### src/rtl/systolic_pkg.sv
// Shared types and helpers for the systolic array controller.
package systolic_pkg;

  typedef enum logic [1:0] {
    IDLE   = 2'd0,
    FEED   = 2'd1,
    DRAIN  = 2'd2,
    RESULT = 2'd3
  } state_t;

  // Number of anti-diagonals in an n x n PE array.
  function automatic int diag_cnt(input int n);
    return 2 * n - 1;
  endfunction

endpackage

### src/rtl/skew_line.sv
// Per-lane delay line: data plus a valid bit shifted DEPTH cycles, zero-filled
// whenever the valid bit that travels with the data is low.
module skew_line #(
  parameter int DEPTH      = 1,
  parameter int DATA_WIDTH = 8
) (
  input  logic                  clk,
  input  logic                  rst,
  input  logic                  in_vld,
  input  logic [DATA_WIDTH-1:0] in_data,
  output logic [DATA_WIDTH-1:0] out_data
);

  if (DEPTH == 0) begin : g_pass
    // Lane 0 has no skew; keep clk/rst on the port list so all lanes match.
    logic unused_clk_rst;
    assign unused_clk_rst = clk | rst;
    assign out_data = in_vld ? in_data : '0;
  end else begin : g_shift
    logic [DEPTH-1:0]                 vld_q, vld_d;
    logic [DEPTH-1:0][DATA_WIDTH-1:0] data_q, data_d;

    // Next value of the shift chain: new sample enters at stage 0.
    always_comb begin
      vld_d     = vld_q;
      data_d    = data_q;
      vld_d[0]  = in_vld;
      data_d[0] = in_data;
      for (int s = 1; s < DEPTH; s++) begin
        vld_d[s]  = vld_q[s-1];
        data_d[s] = data_q[s-1];
      end
    end

    // Shift register with synchronous clear.
    always_ff @(posedge clk) begin
      if (rst) begin
        vld_q  <= '0;
        data_q <= '0;
      end else begin
        vld_q  <= vld_d;
        data_q <= data_d;
      end
    end

    assign out_data = vld_q[DEPTH-1] ? data_q[DEPTH-1] : '0;
  end

endmodule

### src/rtl/systolic_ctrl.sv
// Systolic array job controller: reads K operand columns, skews them onto the
// array edges, flags each anti-diagonal's last operand and hands off a result.
module systolic_ctrl
  import systolic_pkg::*;
#(
  parameter int DATA_WIDTH = 8,
  parameter int ARRAY_SIZE = 4,
  parameter int DIAG_NUM   = diag_cnt(ARRAY_SIZE),
  parameter int K_WIDTH    = 8
) (
  input  logic                                 clk,
  input  logic                                 rst,
  input  logic                                 start,
  input  logic [K_WIDTH-1:0]                   k_len,
  output logic                                 busy,
  output logic                                 rd_en,
  output logic [K_WIDTH-1:0]                   rd_addr,
  input  logic [ARRAY_SIZE-1:0][DATA_WIDTH-1:0] ifm_rd,
  input  logic [ARRAY_SIZE-1:0][DATA_WIDTH-1:0] w_rd,
  output logic [ARRAY_SIZE-1:0][DATA_WIDTH-1:0] ifm_feed,
  output logic [ARRAY_SIZE-1:0][DATA_WIDTH-1:0] w_feed,
  output logic [DIAG_NUM-1:0]                  done,
  output logic                                 res_valid,
  input  logic                                 res_ready
);

  state_t              state_q, state_d;
  logic [K_WIDTH-1:0]  cnt_q, cnt_d;
  logic [K_WIDTH-1:0]  k_q, k_d;
  logic                vld_q, vld_d;
  logic [DIAG_NUM-1:0] done_q, done_d;
  logic                last_rd;

  // Job FSM: next state, k counter and strobes.
  always_comb begin
    state_d   = state_q;
    cnt_d     = cnt_q;
    k_d       = k_q;
    rd_en     = 1'b0;
    busy      = 1'b1;
    res_valid = 1'b0;
    last_rd   = 1'b0;
    case (state_q)
      IDLE: begin
        busy  = 1'b0;
        cnt_d = '0;
        if (start && (k_len != '0)) begin
          k_d     = k_len;
          state_d = FEED;
        end
      end
      FEED: begin
        rd_en   = 1'b1;
        last_rd = (cnt_q == k_q - 1'b1);
        if (last_rd) begin
          cnt_d   = '0;
          state_d = DRAIN;
        end else begin
          cnt_d = cnt_q + 1'b1;
        end
      end
      // The last diagonal's flag is out; one more cycle lets the PEs register it.
      DRAIN: if (done_q[DIAG_NUM-1]) state_d = RESULT;
      RESULT: begin
        res_valid = 1'b1;
        if (res_ready) state_d = IDLE;
      end
      default: state_d = IDLE;
    endcase
  end

  // Buffer data lands one cycle after rd_en; done walks one diagonal per cycle.
  always_comb begin
    vld_d     = rd_en;
    done_d    = '0;
    done_d[0] = last_rd;
    for (int d = 1; d < DIAG_NUM; d++) done_d[d] = done_q[d-1];
  end

  // State and pipeline registers.
  always_ff @(posedge clk) begin
    if (rst) begin
      state_q <= IDLE;
      cnt_q   <= '0;
      k_q     <= '0;
      vld_q   <= 1'b0;
      done_q  <= '0;
    end else begin
      state_q <= state_d;
      cnt_q   <= cnt_d;
      k_q     <= k_d;
      vld_q   <= vld_d;
      done_q  <= done_d;
    end
  end

  assign rd_addr = cnt_q;
  assign done    = done_q;

  for (genvar i = 0; i < ARRAY_SIZE; i++) begin : g_lane
    skew_line #(.DEPTH(i), .DATA_WIDTH(DATA_WIDTH)) u_ifm (
      .clk(clk), .rst(rst), .in_vld(vld_q), .in_data(ifm_rd[i]), .out_data(ifm_feed[i])
    );
    skew_line #(.DEPTH(i), .DATA_WIDTH(DATA_WIDTH)) u_w (
      .clk(clk), .rst(rst), .in_vld(vld_q), .in_data(w_rd[i]), .out_data(w_feed[i])
    );
  end

endmodule

### config.mk
export PLATFORM = sky130hd
export DESIGN_NAME = systolic_ctrl
export DESIGN_NICKNAME = d
export VERILOG_FILES = /design/src/rtl/systolic_pkg.sv /design/src/rtl/skew_line.sv /design/src/rtl/systolic_ctrl.sv
export SDC_FILE = /design/constraint.sdc
export NUM_CORES = 1
export LEC_CHECK = 0
export ABC_AREA = 1
export CAP_MARGIN = 25
export CORE_ASPECT_RATIO = 1.4
export CORE_MARGIN = 2
export CORE_UTILIZATION = 26
export CTS_CLUSTER_DIAMETER = 200
export CTS_CLUSTER_SIZE = 25
export DETAILED_ROUTE_END_ITERATION = 8
export PLACE_DENSITY_LB_ADDON = 0.1
export SYNTH_ARGS = -nofsm -noshare
export SYNTH_HDL_FRONTEND = slang
export SYNTH_SLANG_ARGS = --single-unit
### constraint.sdc
create_clock -name clk -period 3.2 [get_ports clk]
set_input_delay 0.64 -clock clk [delete_from_list [all_inputs] [get_ports clk]]
set_output_delay 0.64 -clock clk [all_outputs]
set_load 0.03 [all_outputs]
==> reports/qor.yml, run 1 <==
first_pass_iters: 4
grtUsageTotal_pct: 11.76
place_inst: 1021
cts.clk_slew.worst_paths_ns: 0.06
finish.net_count: 882
synth-seq-cells: 125
critical_path_buf_inv_count: 2
slew_viol_final: 0
cp.arrival_ns: 2.10
irDropWorstVdd_v: 0.0002586
layout-drive-gt1-share_pct: 6.034
antenna_left: 0
postCtsSetupBuffers: 0
synth-seq-area-share_pct: 53.15
tightest_slew_ns: 0.6606
vias: 4060
clock_skew_ns: 0.004731
cp.required_ns: 2.56
rsz0062_at_grt: "false"
slew_headroom_pct: 55.96
syn_area_um2: 4708
clock-sinks: 125
crit_path_start_kind: "register"
power.density_nw_per_um2: 649.9
crit_chain: "inv_1 > ha_1 > clkdlybuf4s50_1"
wl_per_cell_um: 10.11
p_leak_nw: 3.579
status: "complete, no violations"
dr.first_iter.drc_count: 98
cts_buffers: 17
slowest_delay_ns: 0.78
cp_top_family: "buffers and inverters"
gr-total-overflow: 0
cts_resized: 0
p_int_mw: 3.269
hpwl_um: 7816
route.detailed.drc: 0
sequentialPowerShare_pct: 38.0
die_y_um: 163.2
cts_root_buffer: "clkbuf_16"
ctsHoldBuffers: 0
min_period_over_period_pct: 85.49
p_switching_mw: 1.335
syn_nets: 728
finalNonFillerCells: 1052
hold_violations: 0
syn_avg_cell_area_um2: 7.288
yosysUniqueCellTypes: 27
die-width_um: 117.7
crit_path_end_kind: "output port"
insertion_delay_ns: 0.41
grt_pass1_vias: 4016
place_congestion: 0.8053
grt_first_pass_wirelength_um: 18090
clock_power_share_pct: 41.5
h-tree-depth: 4
synthCells: 646
drt-vias-per-instance: 3.859
portBuffers: 157
maxCapViolCount: 0
clk_path_buf_depth: 2
start_util_pct: 26.37
boundaryPins: 158
area_growth_pct: 50.44
totalWireLength_um: 10630
yosys_warnings: 0
num_antenna_cells: 0
path_class: "reg -> out"
cts_tree: "built"
crit_fanout: 9
core-area_um2: 17850
worst_path_max_delay_cell: "clkdlybuf4s50_1"
setup_tns_ns: 0
fin_crit_ns: 2.736
floorplan.die_area_um2: 19220
setup_viol: 0
antenna_found_initial: 0
hold_class: "reg -> reg"
p_comb_share_pct: 20.5
max_freq_mhz: 365.5
p_sw_share_pct: 28.99
rows: 58
grt_max_degree: 66
registers in the layout (all words and copies together) (netlist names):
name and flops:
g_lane.u_ifm.g_shift.data_d 24, g_lane.u_w.g_shift.data_d 24, k_q 8, rd_addr 8, g_lane.u_ifm.g_shift.data_q 24, g_lane.u_ifm.g_shift.vld_q 3, g_lane.u_w.g_shift.data_q 24, state_q 2
vld_q 1, done 7
power by group through the flow:
stage | Combinational, mW | Sequential (mW) | Clock, mW
4_1_cts | 0.956 | 1.75 | 1.98
2_1_floorplan | 0.668 | 1.75 | 0
3_3_place_gp | 0.938 | 1.78 | 0
3_5_place_dp | 0.953 | 1.78 | 0
5_1_grt | 1.06 | 1.76 | 2.04
6_report | 0.943 | 1.75 | 1.91
worst reg2reg max path: stages (launching register included):
cell and delay, ns:
dfxtp_1 0.37, inv_1 0.08, ha_1 0.37, nor2_2 0.34
inv_1 0.14, a31o_2 0.26, nand3_1 0.06, a21oi_1 0.05
cells in the final DEF (no fill, tap or decap), drive strengths merged:
| cell type | synthesis | final |
|---|---|---|
| inv | 196 | 197 |
| clkdlybuf4s50 | 0 | 156 |
| dfxtp | 125 | 125 |
| nor2 | 124 | 124 |
| nand2 | 105 | 105 |
| a21oi | 21 | 21 |
| nand3 | 17 | 17 |
| clkbuf | 21 | 17 |
| o21ai | 12 | 12 |
| clkinv | 0 | 7 |
| ha | 6 | 6 |
| xor2 | 4 | 4 |
| nor4 | 3 | 3 |
| bufinv | 0 | 3 |
| clkinvlp | 0 | 3 |
| xnor2 | 2 | 2 |
| nand4 | 2 | 2 |
| buf | 2 | 2 |
| or2 | 1 | 1 |
| nand3b | 1 | 1 |
| nor3 | 1 | 1 |
| o211ai | 1 | 1 |
| o22ai | 1 | 1 |
| a31o | 1 | 1 |
cell families after synthesis:
| family | Yosys count | share of synthesized area [%] |
|---|---|---|
| buffers and inverters | 219 | 17.72 |
| and+or+nand+nor | 254 | 22.43 |
| AOI/OAI and AO/OA | 36 | 3.986 |
| xor gates and xnor gates | 6 | 1.116 |
| DFF | 125 | 53.15 |
| adders and majority gates | 6 | 1.594 |
layer usage:
metal	track usage [%]	wire length, µm
met4	4.929	185
met5	0	0
met3	5.063	821
met1	12.20	4503
met2	20.80	5123
through the flow:
step	worst slack (ns)	hold slack, ns	total power [mW]	utilization [%]	instance area (µm²)
6_report	0.4644	0.3965	4.603	39.68	7083
5_1_grt	0.3596	0.3985	4.869	39.68	7083
4_1_cts	0.4222	0.3998	4.686	39.68	7083
3_5_place_dp	0.6584	0.3923	2.738	36.33	6486
3_3_place_gp	0.6711	0.3894	2.719	36.33	6486
2_1_floorplan	1.502	0.3883	2.422	-	4708
synthesized netlist by cell type, drive strengths merged:
master | number | area, µm²
a21oi | 21 | 105.1
a31o | 1 | 8.760
buf | 2 | 20.01
clkbuf | 21 | 78.83
dfxtp | 125 | 2502
ha | 6 | 75.07
inv | 196 | 735.7
nand2 | 105 | 435.4
nand3 | 17 | 85.08
nand3b | 1 | 7.510
nand4 | 2 | 12.51
nor2 | 124 | 478.0
nor3 | 1 | 10.01
nor4 | 3 | 18.77
o211ai | 1 | 7.510
o21ai | 12 | 60.05
o22ai | 1 | 6.260
or2 | 1 | 8.760
xnor2 | 2 | 17.52
xor2 | 4 | 35.03
path summary, 6_finish.rpt:
check | start | to | slack, ns | cells past startpoint
worst max-delay path | state_q[1] | rd_en | 0.46 | 3
worst min-delay path | g_lane[3].u_w.g_shift.data_d[15] | g_lane[3].u_w.g_shift.data_d[23] | 0.40 | 2
worst max register to register | state_q[1] | rd_addr[5] | 1.42 | 7
worst min register to register | g_lane[3].u_w.g_shift.data_d[15] | g_lane[3].u_w.g_shift.data_d[23] | 0.40 | 2
area by class of cell:
cell class / instances / area [µm²]
Tap cell: 240 / 300.3
Fill cell: 1909 / 10770
Clock inverter: 14 / 171.4
Inverter: 196 / 735.7
Sequential cell: 125 / 2502
Multi-Input combinational cell: 302 / 1371
Clock buffer: 17 / 425.4
Timing Repair Buffer: 158 / 1577
(Power assumes the default switching activity.)
==> inputs of run 2 (changes only) <==
CORE_UTILIZATION = 49   (was 26)
TNS_END_PERCENT = 10   (was unset)
==> reports/qor.yml, run 2 (synthesis results as in run 1) <==
cp.arrival_ns: 2.09  # about the same
finish.net_count: 883  # +0.11%
clock-sinks: 125  # unchanged
floorplan.die_area_um2: 10420  # -46%
place_congestion: 0.8529  # +5.9%
crit_path_end_kind: "output port"
hold_class: "reg -> reg"
setup_tns_ns: 0  # unchanged
cts_root_buffer: "clkbuf_16"
grt_first_pass_wirelength_um: 17350  # -4.1%
p_leak_nw: 3.606  # +0.75%
p_comb_share_pct: 20.1  # -0.4 points
regArea_um2: 2502  # unchanged
clock_skew_ns: 0.01062  # +0.005885 ns
boundaryPins: 158  # unchanged
grt_pass1_vias: 3977  # -0.97%
postCtsSetupBuffers: 0  # unchanged
status: "complete, no violations"
insertion_delay_ns: 0.41  # about the same
vias: 4061  # +0.025%
power.density_nw_per_um2: 680.6  # +4.7%
sequentialPowerShare_pct: 36.9  # -1.1 points
rsz0062_at_grt: "false"
cts.clk_slew.worst_paths_ns: 0.06  # about the same
path_class: "reg -> out"
wl_per_cell_um: 11.26  # +11%
min_period_over_period_pct: 85.42  # about the same
multiInputGateArea_um2: 1371  # unchanged
drt-vias-per-instance: 4.395  # +14%
area_growth_pct: 48.07
layout-drive-gt1-share_pct: 6.143  # +0.11 points
antenna_found_initial: 0  # unchanged
slew_viol_final: 0  # unchanged
setup_viol: 0  # unchanged
start_util_pct: 50.05  # +24 points
fin_crit_ns: 2.733  # -0.002317 ns
grtUsageTotal_pct: 21.36  # +9.6 points
dr.first_iter.drc_count: 165  # +68%
mostFrequentLayoutCell: "inv_1"
hold_violations: 0  # unchanged
die_y_um: 120.0  # -26%
clk_path_buf_depth: 2  # unchanged
final_cell_mix: "inv_1 (193), clkdlybuf4s50_1 (156), dfxtp_1 (125)"
antenna_left: 0  # unchanged
nFillCells: 714  # -63%
first_pass_iters: 5  # +1
die-width_um: 86.85  # -26%
cp.required_ns: 2.56  # about the same
irDropWorstVdd_v: 0.0005333  # +110%
gr-total-overflow: 0  # unchanged
portBuffers: 157  # unchanged
maxCapViolCount: 0  # unchanged
crit_path_start_kind: "register"
hpwl_um: 7643  # -2.2%
core-area_um2: 9407  # -47%
rows: 42  # -28%
grt_max_degree: 48  # -27%
totalWireLength_um: 10400  # -2.2%
p_int_mw: 3.402  # +4.1%
p_sw_share_pct: 28.31  # -0.68 points
slew_headroom_pct: 60.25  # +4.3 points
ctsHoldBuffers: 0  # unchanged
route.detailed.drc: 0  # unchanged
clock_power_share_pct: 43.0  # +1.5 points
p_total_mw: 4.745  # +3.1%
h-tree-depth: 4  # unchanged
r2r_setup_slack_ns: 1.42  # about the same
max_freq_mhz: 365.9  # about the same
cts_tree: "built"
cts_resized: 0  # unchanged
hold_ws_ns: 0.3953  # -0.001149 ns
p_switching_mw: 1.343  # +0.64%
crit_fanout: 9  # unchanged
num_antenna_cells: 0  # unchanged
cts_buffers: 17  # unchanged
tightest_slew_ns: 0.5954  # -0.06516 ns
==> run 2: layout make-up <==
| type | count | share of cell area [%] |
|---|---|---|
| clock inverters | 12 | 2.638 |
| flip-flops and latches | 125 | 35.89 |
| multi-input cells | 302 | 19.67 |
| well taps | 110 | 1.974 |
| repair buffers | 159 | 22.72 |
| clock buffers | 20 | 6.551 |
| inverters | 196 | 10.55 |
==> run 2: power by group through the flow <==
stage | clock, mW | combinational [mW] | sequential, mW
floorplan | 0 | 0.668 | 1.75
global placement | 0 | 0.922 | 1.78
detailed placement | 0 | 0.952 | 1.78
CTS | 2.08 | 0.959 | 1.75
global route | 2.15 | 1.07 | 1.77
finish | 2.04 | 0.954 | 1.75
==> run 2: worst max-delay path, stage by stage (launching register included) <==
cell	delay, ns
dfxtp_1	0.39
ha_1	0.52
clkdlybuf4s50_1	0.77
==> run 2: metrics by stage <==
step / setup WS, ns / util, % / instance area [µm²] / instances
2_1_floorplan: 1.502 / - / 4708 / 646
3_3_place_gp: 0.6491 / 67.31 / 6331 / 892
6_report: 0.4667 / 74.12 / 6972 / 924
3_5_place_dp: 0.6380 / 67.31 / 6331 / 892
5_1_grt: 0.4018 / 74.12 / 6972 / 924
4_1_cts: 0.4686 / 74.12 / 6972 / 924
==> run 2: worst paths after layout <==
path / startpoint / endpoint / cells past startpoint
max: state_q[0] / rd_en / 2
min: g_lane[2].u_ifm.g_shift.data_d[8] / g_lane[2].u_ifm.g_shift.data_q[8] / 2
max reg2reg: state_q[1] / rd_addr[5] / 7
min reg2reg: g_lane[2].u_ifm.g_shift.data_d[8] / g_lane[2].u_ifm.g_shift.data_q[8] / 2
==> run 2: metal layers <==
metal / track usage (%) / part of all wire, %
met1: 23.57 / 41
met3: 6.190 / 4.0
met4: 8.789 / 1.9
met5: 0 / 0
met2: 37.55 / 53
==> inputs of run 3 (changes only) <==
clock period = 3.4 ns   (was 3.2 ns; I/O delays follow)
==> reports/qor.yml, run 3 (synthesis results as in run 1) <==
status: "complete, no violations"
route.detailed.drc: 0  # unchanged
r2r_cells: 7  # unchanged
cp.arrival_ns: 2.09  # about the same
crit_path_start_kind: "register"
p_leak_nw: 3.578  # -0.77%
setup_viol: 0  # unchanged
finish.net_count: 882  # -0.11%
clock_skew_ns: 0.007236  # -0.003380 ns
hold_violations: 0  # unchanged
maxCapViolCount: 0  # unchanged
p_int_mw: 3.101  # -8.8%
fin_ws_ns: 0.6266  # +0.1599 ns
cp_top_family: "buffers and inverters"
portBuffers: 157  # unchanged
core-area_um2: 9407  # unchanged
worst_path_max_delay_cell: "clkdlybuf4s50_1"
r2r_setup_slack_ns: 1.54  # +0.12 ns
max_freq_mhz: 360.6
pre_cts_ws_ns: 0.7482  # +0.1101 ns
cts_root_buffer: "clkbuf_16"
slowest_delay_ns: 0.77  # about the same
die-width_um: 86.85  # unchanged
grt_pass1_vias: 3889  # -2.2%
p_total_mw: 4.297  # -9.4%
min_period_over_period_pct: 81.57
num_antenna_cells: 0  # unchanged
antenna_found_initial: 0  # unchanged
die_y_um: 120.0  # unchanged
hp-start: "g_lane[3].u_w.g_shift.data_d[17]"
cts_resized: 0  # unchanged
grtUsageTotal_pct: 20.84  # -0.52 points
regArea_um2: 2502  # unchanged
clk_path_buf_depth: 2  # unchanged
rows: 42  # unchanged
hold_end: "g_lane[3].u_w.g_shift.data_q[17]"
insertion_delay_ns: 0.40  # about the same
postCtsSetupBuffers: 0  # unchanged
fin_crit_ns: 2.773
setup_tns_ns: 0  # unchanged
wl_per_cell_um: 11.28  # +0.15%
crit_chain: "inv_1 > ha_1 > clkdlybuf4s50_1"
hpwl_um: 7547  # -1.2%
stdcell_area_um2: 6902  # -1.0%
irDropWorstVdd_v: 0.0003966  # -26%
vias: 4079  # +0.44%
placed_area_um2: 6324  # -0.12%
first_pass_iters: 4  # -1
area_growth_pct: 46.59
slew_headroom_pct: 56.73  # -3.5 points
grt_first_pass_wirelength_um: 16950  # -2.3%
dr.first_iter.drc_count: 273  # +65%
gr-total-overflow: 0  # unchanged
p_switching_mw: 1.196  # -11%
floorplan.die_area_um2: 10420  # unchanged
p_sw_share_pct: 27.82  # -0.48 points
critical_path_buf_inv_count: 2  # +1
rsz0062_at_grt: "false"
tightest_slew_ns: 0.6490  # +0.05359 ns
p_comb_share_pct: 20.8  # +0.7 points
hold_ws_ns: 0.3967  # +0.001317 ns
final_cell_mix: "inv_1 (193), clkdlybuf4s50_1 (156), dfxtp_1 (125)"
hold_class: "reg -> reg"
crit_path_end_kind: "output port"
start_util_pct: 50.05  # unchanged
power.density_nw_per_um2: 622.6  # -8.5%
reg2reg_to: "rd_addr[5]"
boundaryPins: 158  # unchanged
slew_viol_final: 0  # unchanged
drt-vias-per-instance: 4.434  # +0.88%
antenna_left: 0  # unchanged
layout-drive-gt1-share_pct: 5.556  # -0.59 points
clock-sinks: 125  # unchanged
grt_max_degree: 69  # +44%
totalWireLength_um: 10370  # -0.29%
multiInputGateArea_um2: 1371  # unchanged
clock_power_share_pct: 40.8  # -2.2 points
ctsHoldBuffers: 0  # unchanged
r2r_start: "state_q[1]"
path_class: "reg -> out"
cts.clk_slew.worst_paths_ns: 0.05  # about the same
place_congestion: 0.8574  # +0.53%
sequentialPowerShare_pct: 38.4  # +1.5 points
cts_buffers: 17  # unchanged
cts_tree: "built"
mostFrequentLayoutCell: "inv_1"
cp.required_ns: 2.72  # +0.16 ns
nFillCells: 727  # +1.8%
crit_fanout: 9  # unchanged
hold_depth: 2  # unchanged
h-tree-depth: 4  # unchanged
[run 3: stage by stage]
step / instances / util [%]
after CTS: 920 / 73.37
after floorplan: 646 / -
final: 920 / 73.37
after global routing: 920 / 73.37
after detailed placement: 891 / 67.23
after global placement: 891 / 67.23
[run 3: layout make-up]
type | instances | share of cell area [%]
tap | 110 | 1.994
clock inverter | 8 | 1.704
timing repair buffer | 158 | 22.84
sequential | 125 | 36.26
inverter | 196 | 10.66
clock buffer | 21 | 6.672
multi-input combinational | 302 | 19.87
[run 3: tightest hold or removal path: stages (launching register included)]
cell,delay [ns]
dfxtp_1,0.29
inv_1,0.04
nor2_1,0.03
[run 3: per-layer routing]
layer / vias to the layer above / wire, µm / track usage [%]
met5: - / 0 / 0
met4: 0 / 370 / 10.64
met3: 36 / 495 / 5.365
met2: 126 / 5396 / 35.83
met1: 1799 / 4111 / 23.24
li1: 2118 / - / -
[run 3: worst max-delay path by stage]
stage | start | endpoint | slack (ns) | depth (start not counted)
2_1_floorplan | g_lane[2].u_ifm.g_shift.vld_q[0] | ifm_feed[12] | 1.66 | 4
3_3_place_gp | w_rd[3] | w_feed[3] | 0.77 | 4
3_5_place_dp | ifm_rd[0] | ifm_feed[0] | 0.75 | 4
4_1_cts | state_q[1] | rd_en | 0.62 | 3
5_1_grt | g_lane[3].u_ifm.g_shift.vld_q[1] | ifm_feed[19] | 0.56 | 3
6_report | state_q[1] | rd_en | 0.63 | 3
[run 3: power by group through the flow]
stage / Sequential [mW] / Combinational [mW] / Clock (mW)
4_1_cts: 1.65 / 0.899 / 1.79
3_3_place_gp: 1.67 / 0.867 / 0
3_5_place_dp: 1.68 / 0.891 / 0
6_report: 1.65 / 0.895 / 1.75
5_1_grt: 1.66 / 0.996 / 1.85
2_1_floorplan: 1.65 / 0.629 / 0
